==> src/rtl/branch_cmp_serial_if.sv <==
// rtl/branch_cmp_serial_if.sv - handshake/operand bundle for branch_cmp_serial
//
// Purpose: groups the compare request, operands, flush and result signals.
// Signals:
//   start, mode[2:0], ID_rd1/ID_rd2[WIDTH-1:0], flush : requester -> comparator
//   ready, valid, result, zero, lt                   : comparator -> requester
// Modports: master (requester side), slave (comparator side).
interface branch_cmp_serial_if #(
   parameter int WIDTH = 32
);
   logic             start;
   logic [2:0]       mode;
   logic [WIDTH-1:0] ID_rd1;
   logic [WIDTH-1:0] ID_rd2;
   logic             flush;
   logic             ready;
   logic             valid;
   logic             result;
   logic             zero;
   logic             lt;

   modport master (
      output start, mode, ID_rd1, ID_rd2, flush,
      input  ready, valid, result, zero, lt
   );

   modport slave (
      input  start, mode, ID_rd1, ID_rd2, flush,
      output ready, valid, result, zero, lt
   );
endinterface

==> src/rtl/branch_cmp_serial.sv <==
// rtl/branch_cmp_serial.sv - digit-serial EQ/NE/LT/GE(U) branch comparator
//
// Purpose: compares two WIDTH-bit operands DIGIT bits per cycle, MSB first,
// and reports a mode-selected branch decision plus zero/lt flags.
// Ports:
//   clk_i    : rising-edge clock
//   rst_n    : asynchronous active-low reset
//   bus_if   : branch_cmp_serial_if.slave (start/mode/operands/flush in,
//              ready/valid/result/zero/lt out)
// Optional feature macro: BRANCH_CMP_EARLY_EXIT_EN
//   defined     - leave BUSY on the first differing digit
//   not defined - every compare takes exactly N BUSY cycles
module branch_cmp_serial #(
   parameter int WIDTH = 32,
   parameter int DIGIT = 8
) (
   input  logic                clk_i,
   input  logic                rst_n,
   branch_cmp_serial_if.slave  bus_if
);

   localparam int N  = WIDTH / DIGIT;
   localparam int CW = (N > 1) ? $clog2(N) : 1;

   localparam logic [1:0] ST_IDLE = 2'd0;
   localparam logic [1:0] ST_BUSY = 2'd1;
   localparam logic [1:0] ST_DONE = 2'd2;

   localparam logic [2:0] M_EQ  = 3'd0;
   localparam logic [2:0] M_NE  = 3'd1;
   localparam logic [2:0] M_LT  = 3'd2;
   localparam logic [2:0] M_GE  = 3'd3;
   localparam logic [2:0] M_LTU = 3'd4;
   localparam logic [2:0] M_GEU = 3'd5;

   localparam logic [CW-1:0] CNT_LAST = CW'(N - 1);

   logic [1:0]       state_q,   state_d;
   logic [WIDTH-1:0] a_q,       a_d;
   logic [WIDTH-1:0] b_q,       b_d;
   logic [2:0]       mode_q,    mode_d;
   logic [CW-1:0]    cnt_q,     cnt_d;
   logic             decided_q, decided_d;
   logic             lt_int_q,  lt_int_d;
   logic             result_q,  result_d;
   logic             zero_q,    zero_d;
   logic             lt_q,      lt_d;

   logic [DIGIT-1:0] dig_a, dig_b;
   logic             dig_diff;
   logic             decided_now;
   logic             lt_now;
   logic             last_digit;
   logic             finish;
   logic             signed_mode;
   logic             zero_fin;
   logic             lt_fin;

   assign dig_a       = a_q[WIDTH-1 -: DIGIT];
   assign dig_b       = b_q[WIDTH-1 -: DIGIT];
   assign dig_diff    = (dig_a != dig_b);
   // Once a digit has differed, the ordering is fixed; later digits are ignored.
   assign decided_now = decided_q | dig_diff;
   assign lt_now      = decided_q ? lt_int_q : (dig_a < dig_b);
   assign last_digit  = (cnt_q == CNT_LAST);
   assign zero_fin    = ~decided_now;
   assign lt_fin      = decided_now & lt_now;
   assign signed_mode = (bus_if.mode == M_LT) || (bus_if.mode == M_GE);

`ifdef BRANCH_CMP_EARLY_EXIT_EN
   assign finish = last_digit | dig_diff;
`else
   assign finish = last_digit;
`endif

   always_comb begin
      state_d   = state_q;
      a_d       = a_q;
      b_d       = b_q;
      mode_d    = mode_q;
      cnt_d     = cnt_q;
      decided_d = decided_q;
      lt_int_d  = lt_int_q;
      result_d  = result_q;
      zero_d    = zero_q;
      lt_d      = lt_q;
      case (state_q)
         ST_IDLE: begin
            // flush has priority over a simultaneous start
            if (bus_if.start && !bus_if.flush) begin
               a_d    = bus_if.ID_rd1;
               b_d    = bus_if.ID_rd2;
               mode_d = bus_if.mode;
               // Flipping the sign bits turns two's-complement order into
               // plain unsigned order, so one digit comparator serves both.
               a_d[WIDTH-1] = bus_if.ID_rd1[WIDTH-1] ^ signed_mode;
               b_d[WIDTH-1] = bus_if.ID_rd2[WIDTH-1] ^ signed_mode;
               cnt_d     = '0;
               decided_d = 1'b0;
               lt_int_d  = 1'b0;
               state_d   = ST_BUSY;
            end
         end
         ST_BUSY: begin
            if (bus_if.flush) begin
               state_d = ST_IDLE;
            end else begin
               a_d       = a_q << DIGIT;
               b_d       = b_q << DIGIT;
               cnt_d     = cnt_q + 1'b1;
               decided_d = decided_now;
               lt_int_d  = lt_now;
               if (finish) begin
                  zero_d = zero_fin;
                  lt_d   = lt_fin;
                  case (mode_q)
                     M_NE:         result_d = ~zero_fin;
                     M_LT, M_LTU:  result_d = lt_fin;
                     M_GE, M_GEU:  result_d = ~lt_fin;
                     default:      result_d = zero_fin;   // EQ and reserved
                  endcase
                  state_d = ST_DONE;
               end
            end
         end
         ST_DONE: begin
            state_d = ST_IDLE;
         end
         default: begin
            state_d = ST_IDLE;
         end
      endcase
   end

   always_ff @(posedge clk_i or negedge rst_n) begin
      if (!rst_n) begin
         state_q   <= ST_IDLE;
         a_q       <= '0;
         b_q       <= '0;
         mode_q    <= M_EQ;
         cnt_q     <= '0;
         decided_q <= 1'b0;
         lt_int_q  <= 1'b0;
         result_q  <= 1'b0;
         zero_q    <= 1'b0;
         lt_q      <= 1'b0;
      end else begin
         state_q   <= state_d;
         a_q       <= a_d;
         b_q       <= b_d;
         mode_q    <= mode_d;
         cnt_q     <= cnt_d;
         decided_q <= decided_d;
         lt_int_q  <= lt_int_d;
         result_q  <= result_d;
         zero_q    <= zero_d;
         lt_q      <= lt_d;
      end
   end

   assign bus_if.ready  = (state_q == ST_IDLE);
   assign bus_if.valid  = (state_q == ST_DONE);
   assign bus_if.result = result_q;
   assign bus_if.zero   = zero_q;
   assign bus_if.lt     = lt_q;

endmodule

==> src/flat_wrapper.sv <==
// flat-port wrapper written by rule: the top's interface ports become plain ports
module branch_cmp_serial_flat 
#(
   parameter int WIDTH = 32,
   parameter int DIGIT = 8
)
  (clk_i, rst_n, bus_if_start, bus_if_mode, bus_if_ID_rd1, bus_if_ID_rd2, bus_if_flush, bus_if_ready, bus_if_valid, bus_if_result, bus_if_zero, bus_if_lt);
  branch_cmp_serial_if #(.WIDTH(WIDTH)) bus_if_i ();
  input  logic clk_i;
  input  logic rst_n;
  input wire logic [$bits(bus_if_i.start)-1:0] bus_if_start;
  input wire logic [$bits(bus_if_i.mode)-1:0] bus_if_mode;
  input wire logic [$bits(bus_if_i.ID_rd1)-1:0] bus_if_ID_rd1;
  input wire logic [$bits(bus_if_i.ID_rd2)-1:0] bus_if_ID_rd2;
  input wire logic [$bits(bus_if_i.flush)-1:0] bus_if_flush;
  output wire logic [$bits(bus_if_i.ready)-1:0] bus_if_ready;
  output wire logic [$bits(bus_if_i.valid)-1:0] bus_if_valid;
  output wire logic [$bits(bus_if_i.result)-1:0] bus_if_result;
  output wire logic [$bits(bus_if_i.zero)-1:0] bus_if_zero;
  output wire logic [$bits(bus_if_i.lt)-1:0] bus_if_lt;
  assign bus_if_i.start = bus_if_start;
  assign bus_if_i.mode = bus_if_mode;
  assign bus_if_i.ID_rd1 = bus_if_ID_rd1;
  assign bus_if_i.ID_rd2 = bus_if_ID_rd2;
  assign bus_if_i.flush = bus_if_flush;
  assign bus_if_ready = bus_if_i.ready;
  assign bus_if_valid = bus_if_i.valid;
  assign bus_if_result = bus_if_i.result;
  assign bus_if_zero = bus_if_i.zero;
  assign bus_if_lt = bus_if_i.lt;
  branch_cmp_serial #(.WIDTH(WIDTH), .DIGIT(DIGIT)) u_core (.clk_i(clk_i), .rst_n(rst_n), .bus_if(bus_if_i));
endmodule
==> config.mk <==
export PLATFORM = sky130hd
export DESIGN_NAME = branch_cmp_serial_flat
export DESIGN_NICKNAME = d
export VERILOG_FILES = /design/src/rtl/branch_cmp_serial_if.sv /design/src/rtl/branch_cmp_serial.sv /design/src/flat_wrapper.sv
export SDC_FILE = /design/constraint.sdc
export NUM_CORES = 1
export LEC_CHECK = 0
export ABC_AREA = 1
export CAP_MARGIN = 15
export CORE_UTILIZATION = 55
export CTS_BUF_LIST = sky130_fd_sc_hd__clkbuf_4 sky130_fd_sc_hd__clkbuf_8 sky130_fd_sc_hd__clkbuf_16
export DETAILED_ROUTE_END_ITERATION = 8
export PLACE_DENSITY = 0.89
export SLEW_MARGIN = 20
export SYNTH_ARGS = -nofsm -noshare
export SYNTH_HDL_FRONTEND = slang
export SYNTH_SLANG_ARGS = --single-unit
==> constraint.sdc <==
create_clock -name clk_i -period 4.48 [get_ports clk_i]
set_input_delay 0.896 -clock clk_i [delete_from_list [all_inputs] [get_ports clk_i]]
set_output_delay 0.896 -clock clk_i [all_outputs]
set_load 0.05 [all_outputs]
==> flow_summary.ini <==
[clocking]
hold_buffers = 0
cts_resized = 0
htree_levels = 3
cts_sinks = 76
root_buffer = clkbuf_8
post_cts_buffers = 0
cts.path.max_buffers = 2
cts_buffers = 9
insertion_delay_ns = 0.34
clk_pin_slew_worst_paths_ns = 0.08
cts_tree = yes

[timing]
setup_slack_ns = 1.60
fin_crit_sh = 0.643
finalSetupViolations = 0
tightest_slew_ns = 0.939
relSlewSlack = 0.374
setup-tns-final_ns = 0
slew_viol_final = 0
fmax_ghz = 0.347
rsz0062_at_grt = false
finalClockSkew_ns = 0.00785
hold_viol = 0
fin_crit_ns = 2.88

[synthesis]
syn_avg_cell_area_sq_um = 8.36
synth_compound_area_frac = 0.149
synth_xor_area_frac = 0.00722
synthAdderAreaFrac = 0.0309
synth-warning-count = 0
synthCells = 435
yosys.area_share.simple = 0.210
synth_fp_nets = 515
synth_edf_count = 0
synth_area_sq_um = 3640
synth.area.mux_share = 0
ys_ff_latch = 76
synth_ff_type = dfrtp_1
async_flop_share = 1.00
yosysSeqAreaShare = 0.523
synth_top_family_by_area = simple AND/OR/NAND/NOR gates
ys_types = 25

[placement]
place.gp.congestion = 0.791
postPlaceCellArea_sq_um = 4380
dpl_worst_slack_ns = 1.24
hpwl_microns = 5460
portBuffers = 75
dp_cells = 564

[die]
floorplan.rows = 29
ios = 76
start_util = 0.573
dieArea_sq_um = 6940
fp.dieH_microns = 83.3
die_x_microns = 83.3
design.core.area_sq_um = 6350

[layout]
diodes = 0
num-nets-final = 578
area_delta_synth_final_pct = 27.3
stdcell_area_sq_um = 4630
final-instance-count-excl-fill = 580
drive_above_1_share = 0.0517

[power]
p_leak_uw = 0.00212
p_per_area_nw_per_um2 = 496
ir_worst_vdd_v = 0.000358
power_uw = 2300

[critical_path]
r2r_start = u_core.state_q[1]
criticalPathCategory = in2reg
r2r_slack_ns = 1.87
r2r_end = u_core.b_q[23]
cp.required_ns = 4.72
endpoint_kind = flip-flop
arrival_ns = 3.12
critPathBufInv = 3
path_delay_family = buffers and inverters
cpPeakStageDelay_ns = 0.70
worst_setup_path_start_kind = primary input
worst-path-stages = 7
path_max_fanout = 105
slowest_stage = nand2_4
worstPathCellList = clkdlybuf4s50_1 -> nor4_4 -> buf_4 -> inv_2 -> nand2_4 -> o211ai_1 -> o21ai_0
r2r_cells = 5

[drt]
routed_wirelength_microns = 8260
drc = 0
dr.pass1.iters = 4
antenna_left = 0
post_drt_wl_per_cell_microns = 14.2
drt_iter0_drc = 192
vias = 3144
viasPerCell = 5.42

[outcome]
outcome = completed

[global_route]
grtUsageTotal = 0.254
grt_max_degree = 106
first_global_vias = 3077
antenna_found_initial = 0
grt_pass1_wl_microns = 13800
overflow = 0

[flow_run]
drv_cap = 0

[worst_hold_path]
holdPathStages = 2
hold_start = u_core.a_q[4]
hold_path.class = reg2reg
holdPathEnd = u_core.a_q[4]
worst register-to-register path: stages (launching register included):
cell and delay (ns):
dfrtp_1 0.42, inv_1 0.09, nand2_2 0.41, clkinv_2 0.82, o21ai_0 0.57, a21oi_1 0.14
layout make-up:
cell class                 instances  area, sq um
clock buffer                      12          159
tap                               77         96.3
timing repair buffer              76          756
fill                             454         1720
inverter                          46          174
multi-input combinational        289         1450
clock inverter                     4         95.1
sequential                        76         1900
Yosys cell counts, drive strengths merged (2+ instances only):
cell	number	area, sq um
a21oi	3	15.0
a31oi	23	144
buf	10	67.6
clkbuf	14	52.6
dfrtp	76	1900
ha	9	113
inv	46	173
nand2	130	493
nand3	23	115
nor2	30	115
o211ai	24	180
o21ai	39	195
xor2	2	17.5
metal layers:
layer / track usage / vias up / wire length (microns)
met4: 0.0846 / 0 / 121
met1: 0.307 / 1488 / 3450
met5: 0 / - / 0
li1: - / 1549 / -
met2: 0.442 / 95 / 4240
met3: 0.0646 / 12 / 453
flip-flops by register name, indices dropped and copies added (netlist names):
signal	flops
u_core.a_q	32
u_core.b_q	32
u_core.mode_q	3
u_core.cnt_q	2
u_core.state_q	2
u_core.bus_if.lt	1
u_core.bus_if.result	1
u_core.bus_if.zero	1
u_core.decided_q	1
u_core.lt_int_q	1
cells by family (layout without fill, tap and decap cells):
family / after synthesis / after routing
AO/OA/AOI/OAI: 90 / 90
adder cells (fa/ha/maj): 9 / 9
XOR/XNOR: 3 / 3
buffers and inverters: 70 / 138
flip-flops: 76 / 76
AND/OR/NAND/NOR: 187 / 187
power breakdown:
part / internal [uW] / switching [uW] / total, uW
clock: 406 / 246 / 652
sequential: 882 / 100 / 983
combinational: 266 / 396 / 661
layout by cell type (no fill, tap or decap), drive strengths merged, types with 2 or more instances in the layout:
cell type / instances
a21oi: 3
a31oi: 23
buf: 2
bufinv: 3
clkbuf: 12
clkdlybuf4s50: 74
clkinv: 2
dfrtp: 76
ha: 9
inv: 45
nand2: 130
nand3: 23
nor2: 30
o211ai: 24
o21ai: 39
xor2: 2
how the worst max path moves through the flow:
stage / from / endpoint
after floorplan: u_core.state_q[1] / bus_if_valid
after global placement: bus_if_flush / u_core.a_q[31]
after detailed placement: bus_if_flush / u_core.a_q[31]
after CTS: bus_if_flush / u_core.b_q[15]
after global routing: bus_if_flush / u_core.b_q[14]
final: bus_if_flush / u_core.b_q[13]
metrics by stage:
| step | util | hold slack [ns] |
|---|---|---|
| after CTS | 0.729 | 0.504 |
| after detailed placement | 0.689 | 0.484 |
| after global routing | 0.729 | 0.518 |
| after floorplan | - | 0.468 |
| final | 0.729 | 0.504 |
| after global placement | 0.689 | 0.479 |
(Power assumes the default switching activity.)
